==> src/rtl/n64_pkg.sv <==
// Shared definitions for the N64 frame transmitter: FSM states, stop-bit
// selection and bit-cell durations expressed in microseconds.
package n64_pkg;

    typedef enum logic [2:0] {
        IDLE      = 3'd0,
        FETCH     = 3'd1,
        BIT_LOW   = 3'd2,
        BIT_HIGH  = 3'd3,
        STOP_LOW  = 3'd4,
        STOP_HIGH = 3'd5
    } state_t;

    // Stop-bit flavour as sampled from stop_long
    localparam logic STOP_CONSOLE    = 1'b0;
    localparam logic STOP_CONTROLLER = 1'b1;

    // Durations in microseconds
    localparam logic [2:0] ZERO_LOW_US        = 3'd3;
    localparam logic [2:0] ONE_LOW_US         = 3'd1;
    localparam logic [2:0] CELL_US            = 3'd4;
    localparam logic [2:0] GUARD_US           = 3'd2;
    localparam logic [2:0] STOP_CONSOLE_US    = 3'd1;
    localparam logic [2:0] STOP_CONTROLLER_US = 3'd2;

    // Low time of a data cell for the given bit value
    function automatic logic [2:0] low_us(input logic b);
        return b ? ONE_LOW_US : ZERO_LOW_US;
    endfunction

    // High time of a data cell: the remainder of the 4us cell
    function automatic logic [2:0] high_us(input logic b);
        return CELL_US - low_us(b);
    endfunction

    // Low time of the stop bit
    function automatic logic [2:0] stop_low_us(input logic s);
        return (s == STOP_CONTROLLER) ? STOP_CONTROLLER_US : STOP_CONSOLE_US;
    endfunction

endpackage

==> src/rtl/n64_us_timer.sv <==
// Load-and-count-down phase timer. Loading N microseconds makes expire rise
// in the N*US_TICKS-th cycle after the load, so a phase entered on the load
// edge lasts exactly N*US_TICKS cycles when the caller advances on expire.
module n64_us_timer
    import n64_pkg::*;
#(
    parameter int US_TICKS = 50
) (
    input  logic       sys_clk,
    input  logic       reset,
    input  logic       load,
    input  logic [2:0] load_us,
    output logic       expire
);

    localparam int CNT_W = $clog2(int'(CELL_US) * US_TICKS + 1);

    logic [CNT_W-1:0] count;

    // Reload on request, otherwise count down and hold at zero
    always_ff @(posedge sys_clk or posedge reset) begin
        if (reset) begin
            count <= '0;
        end else if (load) begin
            count <= CNT_W'(load_us) * CNT_W'(US_TICKS) - CNT_W'(1);
        end else if (count != '0) begin
            count <= count - CNT_W'(1);
        end
    end

    assign expire = (count == '0);

endmodule

==> src/rtl/n64_transmit_frame.sv <==
// N64 open-drain frame transmitter: shifts 1..MAX_BYTES bytes MSB first from a
// valid/ready stream through a one-byte prefetch buffer, then appends a
// console or controller stop bit. n64d_oe=1 pulls the data line low.
module n64_transmit_frame
    import n64_pkg::*;
#(
    parameter int US_TICKS  = 50,
    parameter int MAX_BYTES = 64,
    parameter int LEN_W     = 7
) (
    input  logic             sys_clk,
    input  logic             reset,
    input  logic             start,
    input  logic [LEN_W-1:0] length,
    input  logic             stop_long,
    input  logic [7:0]       data_in,
    input  logic             data_valid,
    output logic             data_ready,
    output logic             n64d_oe,
    output logic             busy,
    output logic             done,
    output logic             underrun
);

    localparam logic [LEN_W-1:0] MAX_LEN = LEN_W'(MAX_BYTES);

    state_t           state;
    state_t           state_n;
    logic [LEN_W-1:0] len_q;
    logic [LEN_W-1:0] accepted;
    logic             stop_q;
    logic [7:0]       buf_q;
    logic             buf_full;
    logic [7:0]       shifter;
    logic [2:0]       bit_idx;

    logic             tmr_load;
    logic [2:0]       tmr_us;
    logic             tmr_expire;

    logic             xfer;
    logic             take_buf;
    logic             take_in;
    logic             shift_bit;
    logic             start_frame;
    logic             zero_done;
    logic             end_ok;
    logic             end_under;

    // The buffer only asks for bytes that belong to the current frame
    assign data_ready = busy && !buf_full && (accepted < len_q);
    assign xfer       = data_valid && data_ready;

    n64_us_timer #(
        .US_TICKS (US_TICKS)
    ) u_timer (
        .sys_clk (sys_clk),
        .reset   (reset),
        .load    (tmr_load),
        .load_us (tmr_us),
        .expire  (tmr_expire)
    );

    // State register
    always_ff @(posedge sys_clk or posedge reset) begin
        if (reset) begin
            state <= IDLE;
        end else begin
            state <= state_n;
        end
    end

    // Next-state logic and per-cycle control strobes
    always_comb begin
        state_n     = state;
        tmr_load    = 1'b0;
        tmr_us      = 3'd0;
        take_buf    = 1'b0;
        take_in     = 1'b0;
        shift_bit   = 1'b0;
        start_frame = 1'b0;
        zero_done   = 1'b0;
        end_ok      = 1'b0;
        end_under   = 1'b0;
        case (state)
            IDLE: begin
                if (start) begin
                    if (length == '0) begin
                        zero_done = 1'b1;
                    end else begin
                        start_frame = 1'b1;
                        state_n     = FETCH;
                    end
                end
            end
            FETCH: begin
                if (buf_full) begin
                    take_buf = 1'b1;
                    tmr_load = 1'b1;
                    tmr_us   = low_us(buf_q[7]);
                    state_n  = BIT_LOW;
                end
            end
            BIT_LOW: begin
                if (tmr_expire) begin
                    tmr_load = 1'b1;
                    tmr_us   = high_us(shifter[7]);
                    state_n  = BIT_HIGH;
                end
            end
            BIT_HIGH: begin
                if (tmr_expire) begin
                    if (bit_idx != 3'd0) begin
                        shift_bit = 1'b1;
                        tmr_load  = 1'b1;
                        tmr_us    = low_us(shifter[6]);
                        state_n   = BIT_LOW;
                    end else if (buf_full) begin
                        take_buf = 1'b1;
                        tmr_load = 1'b1;
                        tmr_us   = low_us(buf_q[7]);
                        state_n  = BIT_LOW;
                    end else if (accepted < len_q) begin
                        // A byte arriving exactly at the boundary goes straight
                        // to the shifter instead of being lost to an abort.
                        if (xfer) begin
                            take_in  = 1'b1;
                            tmr_load = 1'b1;
                            tmr_us   = low_us(data_in[7]);
                            state_n  = BIT_LOW;
                        end else begin
                            end_under = 1'b1;
                            state_n   = IDLE;
                        end
                    end else begin
                        tmr_load = 1'b1;
                        tmr_us   = stop_low_us(stop_q);
                        state_n  = STOP_LOW;
                    end
                end
            end
            STOP_LOW: begin
                if (tmr_expire) begin
                    tmr_load = 1'b1;
                    tmr_us   = GUARD_US;
                    state_n  = STOP_HIGH;
                end
            end
            STOP_HIGH: begin
                if (tmr_expire) begin
                    end_ok  = 1'b1;
                    state_n = IDLE;
                end
            end
            default: begin
                state_n = IDLE;
            end
        endcase
    end

    // Control registers: line drive, status pulses, frame bookkeeping
    always_ff @(posedge sys_clk or posedge reset) begin
        if (reset) begin
            n64d_oe  <= 1'b0;
            busy     <= 1'b0;
            done     <= 1'b0;
            underrun <= 1'b0;
            len_q    <= '0;
            stop_q   <= STOP_CONSOLE;
            accepted <= '0;
            buf_full <= 1'b0;
            bit_idx  <= 3'd0;
        end else begin
            n64d_oe  <= (state_n == BIT_LOW) || (state_n == STOP_LOW);
            done     <= zero_done || end_ok;
            underrun <= end_under;

            if (start_frame) begin
                busy     <= 1'b1;
                len_q    <= (length > MAX_LEN) ? MAX_LEN : length;
                stop_q   <= stop_long;
                accepted <= '0;
            end else begin
                if (end_ok || end_under) begin
                    busy <= 1'b0;
                end
                if (xfer) begin
                    accepted <= accepted + LEN_W'(1);
                end
            end

            if (xfer && !take_in) begin
                buf_full <= 1'b1;
            end else if (take_buf) begin
                buf_full <= 1'b0;
            end

            if (take_buf || take_in) begin
                bit_idx <= 3'd7;
            end else if (shift_bit) begin
                bit_idx <= bit_idx - 3'd1;
            end
        end
    end

    // Data registers: prefetch buffer and output shifter
    always_ff @(posedge sys_clk) begin
        if (xfer && !take_in) begin
            buf_q <= data_in;
        end
        if (take_buf) begin
            shifter <= buf_q;
        end else if (take_in) begin
            shifter <= data_in;
        end else if (shift_bit) begin
            shifter <= {shifter[6:0], 1'b0};
        end
    end

endmodule

==> config.mk <==
export PLATFORM = sky130hd
export DESIGN_NAME = n64_transmit_frame
export DESIGN_NICKNAME = d
export VERILOG_FILES = /design/src/rtl/n64_pkg.sv /design/src/rtl/n64_us_timer.sv /design/src/rtl/n64_transmit_frame.sv
export SDC_FILE = /design/constraint.sdc
export NUM_CORES = 1
export LEC_CHECK = 0
export BUFFER_PORTS_ARGS = -buffer_cell sky130_fd_sc_hd__buf_2
export CAP_MARGIN = 20
export CORE_ASPECT_RATIO = 0.7
export CORE_MARGIN = 2
export CORE_UTILIZATION = 39
export CTS_CLUSTER_SIZE = 30
export DETAILED_ROUTE_END_ITERATION = 10
export PLACE_DENSITY_LB_ADDON = 0.15
export SYNTH_ARGS = -nofsm -noshare
export SYNTH_HDL_FRONTEND = slang
export SYNTH_SLANG_ARGS = --single-unit
==> constraint.sdc <==
create_clock -name sys_clk -period 2.7 [get_ports sys_clk]
set_clock_uncertainty 0.15 [all_clocks]
set_input_delay 0.27 -clock sys_clk [delete_from_list [all_inputs] [get_ports sys_clk]]
set_output_delay 0.27 -clock sys_clk [all_outputs]
set_load 0.02 [all_outputs]
==> results_tabular.tex <==
\begin{tabular}{lr}
\hline
Metric & Value \\
\hline
\multicolumn{2}{l}{\textbf{GRT}} \\
Fraction of met1 tracks used by global routing & 0.275 \\
GR peak layer & met1 \\
Total congestion overflow & 0 \\
Global-route met3 utilization & 0.0346 \\
Met2 usage & 0.228 \\
Number of antenna violations at the first check in global routing & 0 \\
Largest net degree at the start of global routing & 35 \\
Total track usage & 0.169 \\
First-pass GRT wire length & 10,300 um \\
Vias in the first global route & approximately 2,000 \\
\multicolumn{2}{l}{\textbf{Synthesis}} \\
Sequential cell area fraction in the yosys report & 0.475 \\
Number of enable-type register cells in the synthesized netlist & 16 \\
Cells after Synth & 275 \\
Post-synth top cells & dfrtp\_1 (34), nor2\_1 (32), nand2\_1 (20) \\
Post-synthesis instance area & 0.00280 mm\^{}2 \\
Largest cells by area after synthesis & dfrtp\_1 (30\%), edfxtp\_1 (17\%), ha\_1 (6.3\%) \\
Most common cell in the synthesized netlist & dfrtp\_1 \\
Number of flip-flops and latches in the synthesized netlist & 50 \\
Area share of the leading cell type in the synthesized netlist & 0.304 \\
Proportion of register bits with asynchronous set or reset after synthesis & 0.680 \\
Syn. warnings & 0 \\
Top FF cell, synth & dfrtp\_1 \\
Count of distinct cell types in the synthesized netlist & 49 \\
Mean instance size in the synthesized netlist & between 10 and 15 um\^{}2 \\
Cell type with the largest total area after synthesis & dfrtp\_1 \\
Post-synth net total & approximately 310 \\
\multicolumn{2}{l}{\textbf{Detailed routing}} \\
Number of remaining DRC errors & 0 \\
Iteration count of the initial detailed-routing pass & 4 \\
Via count of the routed design & 2,199 \\
Routed len/inst & 14.5 um \\
Count of routing violations after the opening detailed-route iteration & between 100 and 150 \\
Count of antenna-violating nets left after detailed routing & 0 \\
Total detailed-routing wirelength & 6370 um \\
Vias per cell & approximately 5.0 \\
\multicolumn{2}{l}{\textbf{Critical path}} \\
Worst Path Class, Setup & reg -> reg \\
Required time at the endpoint of the critical path & 2.74 ns \\
Startpoint types & flop \\
Sum of buffers and inverters on the critical path & 2 \\
Delay of the slowest cell on the worst path & around 0.37 ns \\
Critical path depth & 10 \\
Cell mode on critical path & ha\_1 \\
Data arrival time of the worst path & 2.67 ns \\
R2r worst-path depth & 10 \\
Top fanout value on the critical path & 4 \\
Category of the worst setup path capture point & flop \\
Family with the most delay on the worst path & compound AO/OA/AOI/OAI gates \\
CP cell instances & inv\_1 > ha\_1 > a211o\_1 > a211oi\_4 > buf\_6 > o21ai\_0 > a21oi\_1 > o21ai\_2 > ha\_1 > mux2\_1 \\
Slowest stage cell, crit path & dfrtp\_1 \\
\multicolumn{2}{l}{\textbf{Timing}} \\
Final Max Tran Viols & 0 \\
Slew at the pin with the worst max-slew slack & 0.500 ns \\
Number of endpoints with negative hold slack in the final report & 0 \\
Share of the clock period used by the worst path & 0.975 \\
Fmax achieved & around 0.38 GHz \\
Hold Slack & 0.0123 ns \\
Slew margin rel. & 0.662 \\
Post-layout minimum cycle time & 2.63 ns \\
Minimum setup slack in the final design & 0.0674 ns \\
Final setup viols & 0 \\
\multicolumn{2}{l}{\textbf{Clock tree}} \\
Max Root-Sink Buffers & 2 \\
Worst-skew pair later-pin latency & 0.31 ns \\
Clock-pin slew of the registers on the worst-case setup and hold paths & 0.10 ns \\
CTS buffer count & 5 \\
Clk root buf & clkbuf\_8 \\
H-tree lvl count & 2 \\
Clock tree from TritonCTS & built \\
Clock Sink Count & 50 \\
\multicolumn{2}{l}{\textbf{Power and ir drop}} \\
Worst vdd ir & 0.178 mV \\
Reported leakage power & approximately 1.7 nW \\
Power Dens Cells & $\sim$380 mW/mm\^{}2 \\
Post-layout total power & 1.35 mW \\
\multicolumn{2}{l}{\textbf{Die}} \\
Initial cell density of the core & 0.409 \\
Chip width & 105 um \\
Total I/O pin count & 25 \\
Num rows & 25 \\
Core area & 0.00685 mm\^{}2 \\
Die Height & 74.9 um \\
Die outline area & 0.00789 mm\^{}2 \\
\multicolumn{2}{l}{\textbf{Final layout}} \\
Post-layout util & 0.521 \\
Diodes inserted & 0 \\
Area growth from synthesis to layout & 27.4\% \\
Number of nets in the final layout & $\sim$380 \\
Non-filler instance count after layout & 438 \\
Number of filler instances in the final layout & 626 \\
Share of post-route cells with drive strength above 1 & 0.291 \\
\multicolumn{2}{l}{\textbf{Place}} \\
Post-placement cell count & 417 \\
Count of input and output buffers & 24 \\
Routability congestion estimate from global placement & 0.796 \\
Hpwl dp & 4730 um \\
Placement-stage worst setup slack & 0.0506 ns \\
\multicolumn{2}{l}{\textbf{Worst hold path}} \\
Hold depth & 3 \\
Hold Crit Class & in -> reg \\
\multicolumn{2}{l}{\textbf{Status}} \\
Status & finished clean \\
\multicolumn{2}{l}{\textbf{Job}} \\
Max cap viols & 0 \\
\hline
\end{tabular}
## worst reg2reg max path, stage by stage (launching register included)
cell,delay [ns]
dfrtp_1,0.37
inv_1,0.07
ha_1,0.23
a211o_1,0.29
a211oi_4,0.29
buf_6,0.14
o21ai_0,0.07
a21oi_1,0.22
o21ai_2,0.09
ha_1,0.31
mux2_1,0.28
## where the power goes
| group | switching, mW | leakage [nW] | total (mW) | internal, mW |
|---|---|---|---|---|
| sequential | 0 | 0.558 | 0.779 | 0.779 |
| clock | 0.255 | 0.0514 | 0.532 | 0.277 |
| combinational | 0.0198 | 1.12 | 0.0403 | 0.0204 |
| total | 0.275 | 1.73 | 1.35 | 1.08 |
## final timing paths
check	from	endpoint	slack, ns
worst max-delay path	len_q[1]	u_timer.count[7]	0.07
worst min-delay path	stop_long	stop_q	0.01
worst max register to register	len_q[1]	u_timer.count[7]	0.07
worst min register to register	len_q[0]	len_q[0]	0.34
max in group asynchronous	reset	buf_full	1.62
min in group asynchronous	reset	accepted[1]	0.46
## kinds of logic after synthesis
group                    share of synthesized area
multiplexers                                0.0478
adder cells (fa/ha/maj)                     0.0625
flip-flops                                   0.475
AND/OR/NAND/NOR                              0.207
AO/OA/AOI/OAI                                0.123
XOR/XNOR                                    0.0375
buffers and inverters                       0.0478
## stage by stage
| step | area (um^2) | TNS [ns] |
|---|---|---|
| 2_1_floorplan | 2840 | -0.290 |
| 3_3_place_gp | 3300 | 0 |
| 3_5_place_dp | 3300 | 0 |
| 4_1_cts | 3460 | 0 |
| 5_1_grt | 3570 | -0.186 |
| 6_report | 3570 | 0 |
## what timing repair did
item                                    4_1_cts  5_1_grt
resized for setup                             0       12
setup buffers                                 0        5
hold endpoints to repair                     38        3
hold buffers                                  5        3
endpoints found under the setup margin        0        7
## layer usage
metal  routed length [um]  part of all wire  vias up
met5                    0                 0        -
met3                  281             0.044        4
met1                 3530              0.55     1043
li1                     -                 -     1107
met2                 2510              0.39       45
met4                   43            0.0068        0
## area by class of cell
type,count,area [um^2],share of cell area
Clock inverter,2,37.5,0.0105
Inverter,17,63.8,0.0179
Timing Repair Buffer,74,548,0.153
Sequential cell,50,1330,0.373
Clock buffer,6,72.6,0.0203
Multi-Input combinational cell,195,1400,0.392
Tap cell,94,118,0.0329
## placed cells by master (no fill, tap or decap), types with 3 or more instances in the layout
cell,count
or2_2,3
mux2i_1,10
edfxtp_1,16
nand3_1,5
o21ai_0,9
xnor2_1,6
a21oi_1,16
ha_1,12
dlygate4sd3_1,8
nor2b_1,3
clkbuf_8,5
nand3b_1,7
a211o_1,4
nand2b_1,4
inv_1,15
xor2_1,6
nand4_1,5
buf_2,24
nor3_1,4
dfrtp_1,34
nand2_1,19
nor2_1,30
nor2_2,3
nor4_1,4
buf_4,38
and2_1,4
## sequential cells by signal (all words and copies together) (netlist names)
signal	flops
accepted	7
n64d_oe	1
buf_full	1
bit_idx	3
len_q	7
u_timer.count	8
done	1
shifter	8
stop_q	1
buf_q	8
underrun	1
state	3
busy	1
(Power assumes the default switching activity.)
